### src/rtl/pwm_capture.sv
// PWM width decoder: samples an asynchronous PWM line, measures its high time in
// generator ticks and recovers the 8-bit width code, with stuck-high and lost-signal flags.
module pwm_capture #(
    parameter int CLOCK_FREQUENCY  = 100_000_000,
    parameter int OUTPUT_FREQUENCY = 20_000
) (
    input  logic       i_fclk,
    input  logic       i_reset_n,
    input  logic       i_pwm_in,
    output logic [7:0] o_width,
    output logic       o_valid,
    output logic       o_stuck_high,
    output logic       o_lost
);

    localparam int DIV = CLOCK_FREQUENCY / OUTPUT_FREQUENCY;
    localparam int PW  = (DIV > 1) ? $clog2(DIV) : 1;

    localparam logic [PW-1:0] PRESC_LAST    = PW'(DIV - 1);
    localparam logic [PW-1:0] PRESC_HALF    = PW'(DIV / 2);
    localparam logic [PW-1:0] PRESC_RESTART = PW'(1);
    localparam logic [8:0]    TICK_SAT      = 9'd256;

    typedef enum logic [1:0] {
        ST_IDLE = 2'd0,
        ST_HIGH = 2'd1,
        ST_LOW  = 2'd2
    } state_t;

    logic          s1_q, s1_d;
    logic          s2_q, s2_d;
    logic          s2_dly_q, s2_dly_d;
    logic [1:0]    fill_q, fill_d;
    state_t        state_q, state_d;
    logic [PW-1:0] presc_q, presc_d;
    logic [8:0]    tick_q, tick_d;
    logic [7:0]    width_q, width_d;
    logic          valid_q, valid_d;
    logic          stuck_q, stuck_d;
    logic          lost_q, lost_d;

    logic          primed_s;
    logic          rise_s;
    logic          fall_s;
    logic [PW-1:0] presc_adv_s;
    logic [8:0]    tick_adv_s;
    logic          round_s;
    logic [9:0]    n_s;
    logic [7:0]    width_dec_s;

    // Edge detection, gated until the synchroniser holds three genuine samples after reset
    // so that a line already high at reset release is not mistaken for a rising edge.
    always_comb begin
        primed_s = (fill_q == 2'd3);
        rise_s   = primed_s & s2_q & ~s2_dly_q;
        fall_s   = primed_s & ~s2_q & s2_dly_q;
    end

    // Free-running advance of the prescaler/tick pair, tick saturating at 256.
    always_comb begin
        if (presc_q == PRESC_LAST) begin
            presc_adv_s = {PW{1'b0}};
            tick_adv_s  = (tick_q == TICK_SAT) ? TICK_SAT : tick_q + 9'd1;
        end else begin
            presc_adv_s = presc_q + PRESC_RESTART;
            tick_adv_s  = tick_q;
        end
    end

    // Width decode: round the measured high time to the nearest tick, then subtract one.
    always_comb begin
        round_s = (presc_q >= PRESC_HALF);
        n_s     = {1'b0, tick_q} + {9'd0, round_s};
        if (n_s == 10'd0) begin
            width_dec_s = 8'd0;
        end else if (n_s >= 10'd256) begin
            width_dec_s = 8'd255;
        end else begin
            width_dec_s = n_s[7:0] - 8'd1;
        end
    end

    // Next-state logic for the synchroniser, counters, FSM and registered outputs.
    // A restart loads 1 rather than 0 so the edge cycle itself is counted and the
    // counter value at decode equals the sampled high time.
    always_comb begin
        s1_d     = i_pwm_in;
        s2_d     = s1_q;
        s2_dly_d = s2_q;
        fill_d   = (fill_q == 2'd3) ? fill_q : fill_q + 2'd1;
        state_d  = state_q;
        presc_d  = presc_adv_s;
        tick_d   = tick_adv_s;
        width_d  = width_q;
        valid_d  = 1'b0;
        stuck_d  = stuck_q;
        lost_d   = lost_q;

        case (state_q)
            ST_IDLE: begin
                tick_d = 9'd0;
                if (rise_s) begin
                    state_d = ST_HIGH;
                    presc_d = PRESC_RESTART;
                end else begin
                    presc_d = {PW{1'b0}};
                end
            end
            ST_HIGH: begin
                if (fall_s) begin
                    state_d = ST_LOW;
                    presc_d = PRESC_RESTART;
                    tick_d  = 9'd0;
                    width_d = width_dec_s;
                    valid_d = 1'b1;
                    stuck_d = 1'b0;
                    lost_d  = 1'b0;
                end else if (tick_q == TICK_SAT) begin
                    presc_d = PRESC_RESTART;
                    tick_d  = 9'd0;
                    width_d = 8'd255;
                    valid_d = 1'b1;
                    stuck_d = 1'b1;
                    lost_d  = 1'b0;
                end else begin
                    state_d = ST_HIGH;
                end
            end
            ST_LOW: begin
                if (rise_s) begin
                    state_d = ST_HIGH;
                    presc_d = PRESC_RESTART;
                    tick_d  = 9'd0;
                end else if (tick_q == TICK_SAT) begin
                    presc_d = presc_q;
                    tick_d  = TICK_SAT;
                    width_d = 8'd0;
                    lost_d  = 1'b1;
                end else begin
                    state_d = ST_LOW;
                end
            end
            default: begin
                state_d = ST_IDLE;
                presc_d = {PW{1'b0}};
                tick_d  = 9'd0;
            end
        endcase
    end

    // State registers with asynchronous active-low reset.
    always_ff @(posedge i_fclk or negedge i_reset_n) begin
        if (!i_reset_n) begin
            s1_q     <= 1'b0;
            s2_q     <= 1'b0;
            s2_dly_q <= 1'b0;
            fill_q   <= 2'd0;
            state_q  <= ST_IDLE;
            presc_q  <= {PW{1'b0}};
            tick_q   <= 9'd0;
            width_q  <= 8'd0;
            valid_q  <= 1'b0;
            stuck_q  <= 1'b0;
            lost_q   <= 1'b1;
        end else begin
            s1_q     <= s1_d;
            s2_q     <= s2_d;
            s2_dly_q <= s2_dly_d;
            fill_q   <= fill_d;
            state_q  <= state_d;
            presc_q  <= presc_d;
            tick_q   <= tick_d;
            width_q  <= width_d;
            valid_q  <= valid_d;
            stuck_q  <= stuck_d;
            lost_q   <= lost_d;
        end
    end

    assign o_width      = width_q;
    assign o_valid      = valid_q;
    assign o_stuck_high = stuck_q;
    assign o_lost       = lost_q;

endmodule

### config.mk
export PLATFORM = sky130hd
export DESIGN_NAME = pwm_capture
export DESIGN_NICKNAME = d
export VERILOG_FILES = /design/src/rtl/pwm_capture.sv
export SDC_FILE = /design/constraint.sdc
export NUM_CORES = 1
export LEC_CHECK = 0
export CELL_PAD_IN_SITES_DETAIL_PLACEMENT = 1
export CELL_PAD_IN_SITES_GLOBAL_PLACEMENT = 1
export CORE_UTILIZATION = 46
export CTS_CLUSTER_SIZE = 12
export DETAILED_ROUTE_END_ITERATION = 7
export PLACE_DENSITY_LB_ADDON = 0.1
export SYNTH_ARGS = -nofsm -noshare
export SYNTH_HDL_FRONTEND = slang
export SYNTH_SLANG_ARGS = --single-unit
export TNS_END_PERCENT = 1
### constraint.sdc
create_clock -name i_fclk -period 3.7 [get_ports i_fclk]
set_clock_uncertainty 0.2 [all_clocks]
set_input_delay 0.555 -clock i_fclk [delete_from_list [all_inputs] [get_ports i_fclk]]
set_output_delay 0.555 -clock i_fclk [all_outputs]
set_load 0.01 [all_outputs]
* Word-level counts from Yosys, hierarchy flattened *
Cells that the tools add are included.

storage, ports and cells
  input bits = 3
  output and inout bits = 11
  register bits = 40
  logic and storage cells = 77

operators by class
  equality and inequality tests = 11
  bitwise logic cells = 6
  muxes and demuxes = 35
  magnitude comparators = 2
  reduce and logical (&&, ||, !) cells = 7
  add/subtract/negate cells = 5

operators by type and width
  cell                                                                 number
  2-to-1 mux 13 bit                                                    5
  2-to-1 mux 8 bit                                                     6
  2-to-1 mux 9 bit                                                     5
  case mux 13 bit (3 select lines)                                     1
  case mux 9 bit (2 select lines)                                      1
  case mux 8 bit (2 select lines)                                      1
  adder 13 x 1 -> 13 bit, second input constant                        1
  == test 13 bit, second input constant                                1
  greater-or-equal comparator 13 x 12 -> 1 bit, second input constant  1
  adder 9 x 1 -> 10 bit                                                1
  greater-or-equal comparator 10 x 9 -> 1 bit, second input constant   1
  zero test 10 bit                                                     1
  2-to-1 mux 2 bit                                                     5
  adder 9 x 1 -> 9 bit, second input constant                          1
  == test 9 bit, second input constant                                 1
  2-to-1 mux 1 bit                                                     9
  != test 3 bit, second input constant                                 3
  subtractor 8 x 1 -> 8 bit, second input constant                     1
  != test 2 bit, second input constant                                 3
  case mux 2 bit (3 select lines)                                      1
  AND 1 bit                                                            4
  == test 2 bit, second input constant                                 2
  AND reduction 4 bit                                                  1
  nonzero test 2 bit                                                   2
  other kinds (7)                                                      8

* Depth between registers and ports, before layout *
  word-level depth = 7
  gate-level depth with buffers = 14
  gate-level depth less buffers = 14

* Least setup slack after synthesis *
Ideal clock, no wire load.

  path kind = register to register
  start = register presc_q[5]
  end = register width_q[0] (netlist: o_width[0])
  clock period less this slack = 3.271 ns
  cell stages (with the launch flop) = 14
  path slack = 0.429 ns
  library setup time = 0.121 ns
  buffers on the path = 1
  data required time = 3.379 ns
  data arrival time = 2.950 ns
  cell sequence = dfrtp_1 -> or3_4 -> o21ai_0 -> nand2_1 -> a21o_1 -> ha_1 -> ha_1 -> clkbuf_1 -> xor2_1 -> or4_1 -> a2bb2oi_1 -> nand3_1 -> a21oi_1 -> nor2_1

between the ends
  longest elaborated chain between the ends = 7
  elaborated cells on any way between the ends = 9
  classes of those cells = add/sub (2); order compare (2); mux (4); reduce/logical (1)

ends and longest elaborated chain
  element                                                                                          line    source
  from (decl)                                                                                      35      logic [PW-1:0] presc_q, presc_d;
  from (signal assigned)                                                                           159     presc_q <= {PW{1'b0}};
  from (signal assigned)                                                                           171     presc_q <= presc_d;
  greater-or-equal comparator 13 x 12 -> 1 bit *                                                   72      round_s = (presc_q >= PRESC_HALF);
  adder 9 x 1 -> 10 bit *                                                                          73      n_s = {1'b0, tick_q} + {9'd0, round_s};
  subtractor 8 x 1 -> 8 bit / greater-or-equal comparator 10 x 9 -> 1 bit (equally long branches)  79, 76
  2-to-1 mux 8 bit                                                                                 76      end else if (n_s >= 10'd256) begin
  2-to-1 mux 8 bit *                                                                               74      if (n_s == 10'd0) begin
  2-to-1 mux 8 bit *                                                                               110     if (fall_s) begin
  case mux 8 bit (2 select lines) *                                                                99      case (state_q)
  to (signal assigned)                                                                             173     width_q <= width_d;
  to (decl)                                                                                        37      logic [7:0] width_q, width_d;

Every way passes the cells marked *; elsewhere a longest branch is shown, timed or not.
A chain may end at the register's enable or synchronous reset.

* Worst setup path after layout *
  start = register presc_q[5]
  end = register width_q[4] (netlist: o_width[4])

The elaborated chain is that of the path after synthesis.

==> flow_summary_export.csv <==
group,metric,value,unit
outcome,status,"completed",
detailed_routing,vias_per_cell,5.554,
placed_design,place.gp.congestion,0.8227,
detailed_routing,routed_wl,5.475,mm
cells_and_area,num-fill-cells,595,
die,die_x,74,µm
timing,finalSetupViolations,0,
cells_and_area,multi_input_area,1292,µm²
timing,max-slew-margin-rel,38.62,%
grt,met2_usage,40.71,%
worst_hold_path,whs_endpoint,"s2_dly_d",
clocking,insertion_delay,300,ps
power,leakagePower,1.158,nW
cells_and_area,area.growth.synth_to_final,12.07,%
yosys,async_flop_share,100.0,%
yosys,synth_area,2385,µm²
power,power_frac_seq,43.8,%
setup_path,required,3680,ps
yosys,synth_fp_nets,279,
clocking,ctsHoldBuffers,0,
die,row_count,25,
detailed_routing,drc,0,
die,io_pins,14,
yosys,yosys_warnings,0,
clocking,cts_resized,0,
placed_design,dpl_cell_area,2576,µm²
cells_and_area,fin_area,2673,µm²
detailed_routing,dr.pass1.iters,4,
setup_path,r2r-end,"o_width[4]",
setup_path,crit_fanout,7,
power,p_switching,424.5,µW
clocking,cts_buffer_depth,2,
yosys,synth.distinct_cells,46,
setup_path,timing.reg2reg.setup_slack,260,ps
power,p_int,842.6,µW
setup_path,r2r_cells,12,
placed_design,dpl.hpwl,4.016,mm
power,combPwrFrac,32.1,%
clocking,cts.clk_slew.worst_paths,80,ps
grt,grt_pass1_wl,9.618,mm
setup_path,crit_arrival,3420,ps
setup_path,setup.worst_path.class,"reg2reg",
clocking,cts_tree,"done",
yosys,yosysTopAreaCellShare,40.92,%
cells_and_area,final_cell_mix,"nor2_1 (39), dfrtp_1 (39), o21ai_0 (20)",
yosys,synth-seq-cells,40,
timing,max_freq,291.1,MHz
timing,post-route-min-period,3435,ps
worst_hold_path,hold_path.class,"reg2reg",
cells_and_area,antenna_cells,0,
cells_and_area,fin_cells,345,
grt,groute.layer.met3.usage,5.014,%
clocking,post_cts.repair.setup_buffers,0,
timing,rsz0062_at_grt,"no",
setup_path,start_kind,"flip-flop",
yosys,yosys-top-cells-area,"dfrtp_1 (41%), ha_1 (6.8%), nor2_1 (6.1%)",
worst_hold_path,min_path_cells,0,
die,die_y,74,µm
yosys,syn_avg_cell_area,9.068,µm²
grt,grtUsageMet1,28.69,%
yosys,ys.flop_type,"dfrtp_1",
grt,track_usage,23.44,%
cells_and_area,seq_area,1002,µm²
yosys,synth-edff-count,0,
die,fp.coreArea,4848,µm²
power,p_per_area,474.1,nW/µm²
timing,worst_slew_pin_slew,920.7,ps
setup_path,regToRegStartpoint,"presc_q[5]",
timing,hold_viol_final,0,
power,finalPower,1.267,mW
clocking,clock_sinks,40,
setup_path,end_kind,"flip-flop",
power,swShare,33.50,%
grt,grt-busiest-layer,"met2",
grt,overflow,0,
timing,tns,0,ps
yosys,synth_top_cell_by_area,"dfrtp_1",
worst_hold_path,min_from,"s1_q",
power,vdd_ir_drop_max,0.3263,mV
timing,drv_slew,0,
cells_and_area,drive_gt1_share,7.914,%
clocking,htree_levels,2,
die,start_util,49.19,%
placed_design,io_buffers,13,
power,power_frac_clock,24.1,%
die,dieArea,5476,µm²
detailed_routing,wl_per_cell,15.87,µm
detailed_routing,antenna_left,0,
timing,post-route-period-util,92.84,%
detailed_routing,dr.first_iter.drc_count,91,
cells_and_area,nets,293,
yosys,synth_cells,263,
grt,grt_pass1_vias,2070,
detailed_routing,vias,1916,
run,maxCapViolCount,0,
grt,antenna_found_initial,0,
setup_path,crit_start,"presc_q[5]",
clocking,root_buffer,"clkbuf_8",
grt,grt_max_degree,41,
clocking,numCtsBuffers,5,
yosys,yosysSeqAreaShare,42.03,%
placed_design,dp.cells,337,
-- worst max-delay path by stage --
stage | end | cells after the start | slack (ps)
after floorplan | o_width[0] | 13 | 430
after global placement | o_width[1] | 12 | 350
after detailed placement | o_width[4] | 12 | 240
after CTS | o_width[4] | 12 | 220
after global routing | o_width[5] | 12 | 5
final | o_width[4] | 12 | 260
-- cell type report --
cell class / instances / area share [%]
sequential: 40 / 37.50
clock buffer: 8 / 3.371
inverter: 15 / 2.107
tap: 67 / 3.137
timing repair buffer: 16 / 5.524
multi-input combinational: 199 / 48.36
-- kinds of logic (layout without fill, tap and decap cells) --
| kind of cell | after synthesis | in the layout | share of synthesized area (%) |
|---|---|---|---|
| AO/OA/AOI/OAI | 53 | 53 | 12.80 |
| XOR/XNOR | 27 | 27 | 9.916 |
| adder cells (fa/ha/maj) | 13 | 13 | 6.821 |
| buffers and inverters | 24 | 39 | 4.039 |
| flip-flops | 40 | 40 | 42.03 |
| multiplexers | 4 | 4 | 1.784 |
| AND/OR/NAND/NOR | 102 | 102 | 22.61 |
-- cell usage after synthesis, drive strengths merged, types with 2 or more instances --
| library cell | n |
|---|---|
| dfrtp | 39 |
| nor2 | 39 |
| o21ai | 20 |
| a21oi | 19 |
| nand2 | 17 |
| inv | 15 |
| xnor2 | 15 |
| ha | 13 |
| nand4 | 12 |
| xor2 | 12 |
| and3 | 6 |
| buf | 6 |
| nand3 | 5 |
| or3 | 4 |
| and2 | 3 |
| clkbuf | 3 |
| nand3b | 3 |
| a211oi | 2 |
| a21o | 2 |
| and4 | 2 |
| mux2 | 2 |
| mux2i | 2 |
| nor3 | 2 |
| nor4 | 2 |
| nor4b | 2 |
| or2 | 2 |
-- power by group through the flow --
stage	combinational, mW	clock [mW]	sequential, mW
after CTS	0.414	0.315	0.556
after detailed placement	0.410	0	0.564
after global routing	0.453	0.330	0.562
after global placement	0.398	0	0.562
final	0.406	0.306	0.555
after floorplan	0.211	0	0.576
-- worst max-delay path, cell delays in order (launching register included) --
cell	delay, ps
dfrtp_1	440
or3_4	400
o21ai_0	150
nand2_1	70
a21o_1	190
ha_1	240
ha_1	230
xor2_1	150
or4_1	430
a2bb2oi_1	260
nand3_1	270
a21oi_1	210
nor2_1	80
-- metrics by stage --
stage                     setup WS [ps]  utilization [%]  hold WS, ps
after floorplan                   429.3                -        59.41
after global placement            347.5            53.14        132.6
after detailed placement          241.2            53.14        159.5
after CTS                         223.2            54.99        177.8
after global routing              5.165            55.12        185.5
final                             265.0            55.12        175.2
-- sequential cells by signal, indices dropped and copies added (netlist names) --
signal / count
o_width: 8
presc_q: 13
s1_q: 1
tick_q: 9
state_q: 2
o_stuck_high: 1
fill_q: 2
o_valid: 1
s2_dly_q: 1
s2_dly_d: 1
o_lost: 1
-- layer usage --
| metal | part of all wire, % | up-vias |
|---|---|---|
| li1 | - | 935 |
| met1 | 46 | 955 |
| met2 | 50 | 18 |
| met3 | 2.1 | 8 |
| met4 | 1.7 | 0 |
| met5 | 0 | - |
No activity file was read; power rests on OpenSTA's default activity.
==> RTL change 1, RTL diff (config.mk and constraints unchanged) <==
Set the parameter `OUTPUT_FREQUENCY` to 10_000 (it was 20_000).
--- a/src/rtl/pwm_capture.sv
+++ b/src/rtl/pwm_capture.sv
@@ -2,7 +2,7 @@
 // generator ticks and recovers the 8-bit width code, with stuck-high and lost-signal flags.
 module pwm_capture #(
     parameter int CLOCK_FREQUENCY  = 100_000_000,
-    parameter int OUTPUT_FREQUENCY = 20_000
+    parameter int OUTPUT_FREQUENCY = 10_000
 ) (
     input  logic       i_fclk,
     input  logic       i_reset_n,
Behaviour: same outputs for any inputs over 10 cycles, from zero or initial values and one cycle with i_reset_n low; that may be too few to reach the edited logic, so the function may still have changed.
==> RTL change 1 against the unedited design <==
First-iteration DRC count increased by 33%; sequential cell count increased by 1; sequential power increased by 3%; wire length increased by 4.3%; synthesized cell count increased by 4.6%; count of clock-buffer cells in the layout unchanged; design area increased by 4.5%; cell count increased by 3.8%; total power increased by 4.7%; hold slack got worse by 7.0 ps; core utilization decreased by 1.1 points; worst setup slack improved by 25 ps; synthesized area increased by 5.2%; critical path type unchanged.
==> RTL change 1: results (changes against the unedited design) <==
| Metric | Value |
|---|---|
| Dpl cells | `350 (+3.9%)` |
| Biggest fanout along the worst timing path | `6 (-1)` |
| Wire length of the first global-routing pass | `9530 um (-0.94%)` |
| Reg2Reg Depth | `11 (-1)` |
| Metal1 wirelength | `2740 um (+8.3%)` |
| Startpoint of the worst register-to-register path | `presc_q[6]` |
| Detailed route wirelength on metal3 | `112 um (-3.4%)` |
| Gate count after technology mapping | `275 (+4.6%)` |
| Ratio of cells with drive above 1 in the final layout | `9.03% (+1.1 points)` |
| First-iteration detailed-routing DRC count | `121 (+33%)` |
| Most area-consuming cells after synthesis | `sky130_fd_sc_hd__dfrtp_1 40%, sky130_fd_sc_hd__ha_1 6.5%, sky130_fd_sc_hd__nor2_1 5.4%, sky130_fd_sc_hd__xnor2_1 4.9%, sky130_fd_sc_hd__xor2_1 4.2%` |
| Max FFs per register | `14 (+1)` |
| GR met3 Demand/Resource | `4.23% (-0.78 points)` |
| Via density | `5.57 (+0.24%)` |
| Vias after detailed routing | `1,993 (+4.0%)` |
| Number of library cell types mapped by synthesis | `47 (+2.2%)` |
| R2R Path End | `o_width[3]` |
| CP top delay family | `compound AO/OA/AOI/OAI gates` |
| Wire length per cell | `16.0 um (+0.54%)` |
| Global-route track usage on met2 | `39.3% (-1.4 points)` |
| Setup WS post-layout | `290 ps (+24.7 ps)` |
| Last weighted congestion value of the routability-driven placer | `0.913 (+11%)` |
| Critical path's largest stage delay | `440 ps (about the same)` |
| Leak Pwr | `1.19 nW (+3.0%)` |
| Worst hold margin | `168 ps (-6.99 ps)` |
| Total GRT Usage | `22.0% (-1.5 points)` |
| Syn nets | `291 (+4.3%)` |
| Nets | `303 (+3.4%)` |
| Minimum setup slack among reg-to-reg paths | `290 ps (+20 ps)` |
| Pin slew with the least headroom to its limit | `941 ps (+20.7 ps)` |
| Placed cell area | `2700 um^2 (+4.7%)` |
| Pre-CTS worst setup slack | `250 ps (+8.63 ps)` |
| Maximum ir drop on the vdd rail | `0.204 mV (-37%)` |
| Run status | `completed` |
| Met1 Use GR | `27.1% (-1.6 points)` |
-- RTL change 1: changes by cell type after synthesis, moves of 4 or more --
cell                      unedited run  this run
sky130_fd_sc_hd__nand3_1             5        15
sky130_fd_sc_hd__nand4_1            11         4
sky130_fd_sc_hd__nor3_1              2         9
sky130_fd_sc_hd__inv_1              15        10
sky130_fd_sc_hd__nand2_1            17        22
sky130_fd_sc_hd__o21ai_0            20        15
sky130_fd_sc_hd__and3_1              6         2
-- RTL change 1: cell type report --
class                      instances  area (um^2)
tap                               70         87.6
timing repair buffer              16          148
fill                             583         2380
clock buffer                       8         90.1
inverter                          10         37.5
sequential                        41         1030
multi-input combinational        213         1400
-- RTL change 1: how the worst max path moves through the flow --
| stage | from | end | slack (ps) |
|---|---|---|---|
| finish | presc_q[6] | o_width[3] | 290 |
| global route | presc_q[6] | o_width[0] | 40 |
| CTS | presc_q[6] | o_width[4] | 160 |
| detailed placement | presc_q[6] | o_width[4] | 250 |
| global placement | presc_q[5] | o_width[5] | 340 |
| floorplan | presc_q[5] | o_width[0] | 620 |
-- RTL change 1: cells by family after synthesis --
| group | Yosys count | synth area share, % |
|---|---|---|
| AOI/OAI and AO/OA | 49 | 11.9 |
| muxes | 6 | 2.49 |
| and+or+nand+nor | 119 | 25.8 |
| buffers and inverters | 21 | 3.39 |
| xor gates and xnor gates | 26 | 9.07 |
| DFF | 41 | 40.9 |
| adders and majority gates | 13 | 6.48 |
-- RTL change 1: power breakdown --
part           switching (mW)  leakage, nW  internal (mW)
registers              0.0509        0.525          0.518
clock network           0.149       0.0455          0.152
logic                   0.253        0.622          0.204
total                   0.453         1.19          0.874
==> RTL change 2, RTL diff (same settings) <==
Without the edit above. Add an input register stage for `i_pwm_in`; this delays it by one clock.
--- a/src/rtl/pwm_capture.sv
+++ b/src/rtl/pwm_capture.sv
@@ -26,6 +26,12 @@
         ST_HIGH = 2'd1,
         ST_LOW  = 2'd2
     } state_t;
+
+    logic i_pwm_q;
+
+    always_ff @(posedge i_fclk) begin
+        i_pwm_q <= i_pwm_in;
+    end
 
     logic          s1_q, s1_d;
     logic          s2_q, s2_d;
@@ -84,7 +90,7 @@
     // A restart loads 1 rather than 0 so the edge cycle itself is counted and the
     // counter value at decode equals the sampled high time.
     always_comb begin
-        s1_d     = i_pwm_in;
+        s1_d     = i_pwm_q;
         s2_d     = s1_q;
         s2_dly_d = s2_q;
         fill_d   = (fill_q == 2'd3) ? fill_q : fill_q + 2'd1;
Formal check against the unedited RTL: not equivalent (a bounded check fails within 10 cycles, from zero or initial values and one cycle with i_reset_n low).
==> RTL change 2 against the unedited design <==
Maximum frequency fell by 0.63%; wire length fell by 2.8%; total power rose by 4.4%; core utilization fell by 2.2 points; synthesized area rose by 2.4%; sequential cell count rose by 1; design area rose by 1.1%; worst setup slack got worse by 22 ps; critical path type unchanged.
==> RTL change 2: results (changes against the unedited design) <==
| Metric | Value |
|---|---|
| Global-route track usage on met2 | `35.9% (-4.8 points)` |
| Pre-CTS worst setup slack | `257 ps (+15.7 ps)` |
| Metal1 wirelength | `2550 um (+0.95%)` |
| Worst Setup EP | `o_width[5]` |
| Share of flip-flops with an asynchronous set or reset | `97.6% (-2.4 points)` |
| Wire length of the first global-routing pass | `9230 um (-4.0%)` |
| Dpl cells | `338 (+0.30%)` |
| Detailed route wirelength on metal3 | `106 um (-8.6%)` |
| Number of library cell types mapped by synthesis | `52 (+13%)` |
| Inverters, non-clock | `10 (-5)` |
| First-iteration detailed-routing DRC count | `96 (+5.5%)` |
| Clock period minus final worst setup slack | `3460 ps (+21.9 ps)` |
| Maximum ir drop on the vdd rail | `0.286 mV (-12%)` |
| Leading cell types by count after synthesis | `39 x sky130_fd_sc_hd__dfrtp_1, 29 x sky130_fd_sc_hd__nand2_1, 25 x sky130_fd_sc_hd__nor2_1, 20 x sky130_fd_sc_hd__a21oi_1, 14 x sky130_fd_sc_hd__xor2_1` |
| Met1 Use GR | `29.4% (+0.71 points)` |
| Avg Cell Area, Syn | `9.29 um^2 (+2.4%)` |
| Placed cell area | `2620 um^2 (+1.7%)` |
| Last weighted congestion value of the routability-driven placer | `0.819 (-0.41%)` |
| Clock Network Area Fraction | `3.06% (-0.31 points)` |
| Run status | `completed` |
| Post-synthesis sequential element count | `41 (+2.5%)` |
| Share of the synthesized area in compound gates (AO/OA/AOI/OAI) | `12.4% (-0.40 points)` |
| Xor and xnor area share after synthesis | `8.97% (-0.95 points)` |
| Launching element of the worst setup path | `presc_q[3]` |
| Non-CTS buffers | `15 (-1)` |
| Most area-consuming cells after synthesis | `sky130_fd_sc_hd__dfrtp_1 40%, sky130_fd_sc_hd__ha_1 6.7%, sky130_fd_sc_hd__xor2_1 5.0%, sky130_fd_sc_hd__nand2_1 4.5%, sky130_fd_sc_hd__a21oi_1 4.1%` |
| Data arrival time of the critical path | `3440 ps (+20 ps)` |
| Met2 wire len | `2590 um (-5.3%)` |
RTL change 2: cell types whose count changed in the layout (fill, tap and decap cells not counted), moves of 3 or more:
cell,delta
sky130_fd_sc_hd__nor3_1,+4
sky130_fd_sc_hd__nand4_1,-3
sky130_fd_sc_hd__nand2_1,+12
sky130_fd_sc_hd__and3_1,-3
sky130_fd_sc_hd__inv_1,-5
sky130_fd_sc_hd__xnor2_1,-4
sky130_fd_sc_hd__o21ai_0,-12
sky130_fd_sc_hd__nand3_1,+8
sky130_fd_sc_hd__nor2_1,-14
RTL change 2: power breakdown:
group          switching (mW)  internal [mW]
logic                   0.253          0.208
clock network           0.162          0.131
registers              0.0515          0.518
total                   0.467          0.857
RTL change 2: how the worst min path moves through the flow:
stage,from,to,slack [ps],depth (start not counted)
after floorplan,i_reset_n,fill_q[0],60,0
after global placement,i_pwm_q,s1_q,120,0
after detailed placement,i_pwm_q,s1_q,120,0
after CTS,i_pwm_q,s1_q,130,0
after global routing,i_pwm_q,s1_q,140,0
final,i_pwm_q,s1_q,130,0
RTL change 2: critical path, cell delays in order (launching register included):
cell,delay [ps]
sky130_fd_sc_hd__dfrtp_1,430
sky130_fd_sc_hd__or3_4,420
sky130_fd_sc_hd__o21ai_0,150
sky130_fd_sc_hd__nand2_1,70
sky130_fd_sc_hd__a21o_1,200
sky130_fd_sc_hd__ha_1,270
sky130_fd_sc_hd__ha_1,300
sky130_fd_sc_hd__xor2_1,170
sky130_fd_sc_hd__a2bb2oi_1,170
sky130_fd_sc_hd__nor3_1,300
sky130_fd_sc_hd__nand4_1,320
sky130_fd_sc_hd__a21bo_2,290
sky130_fd_sc_hd__a21oi_1,50
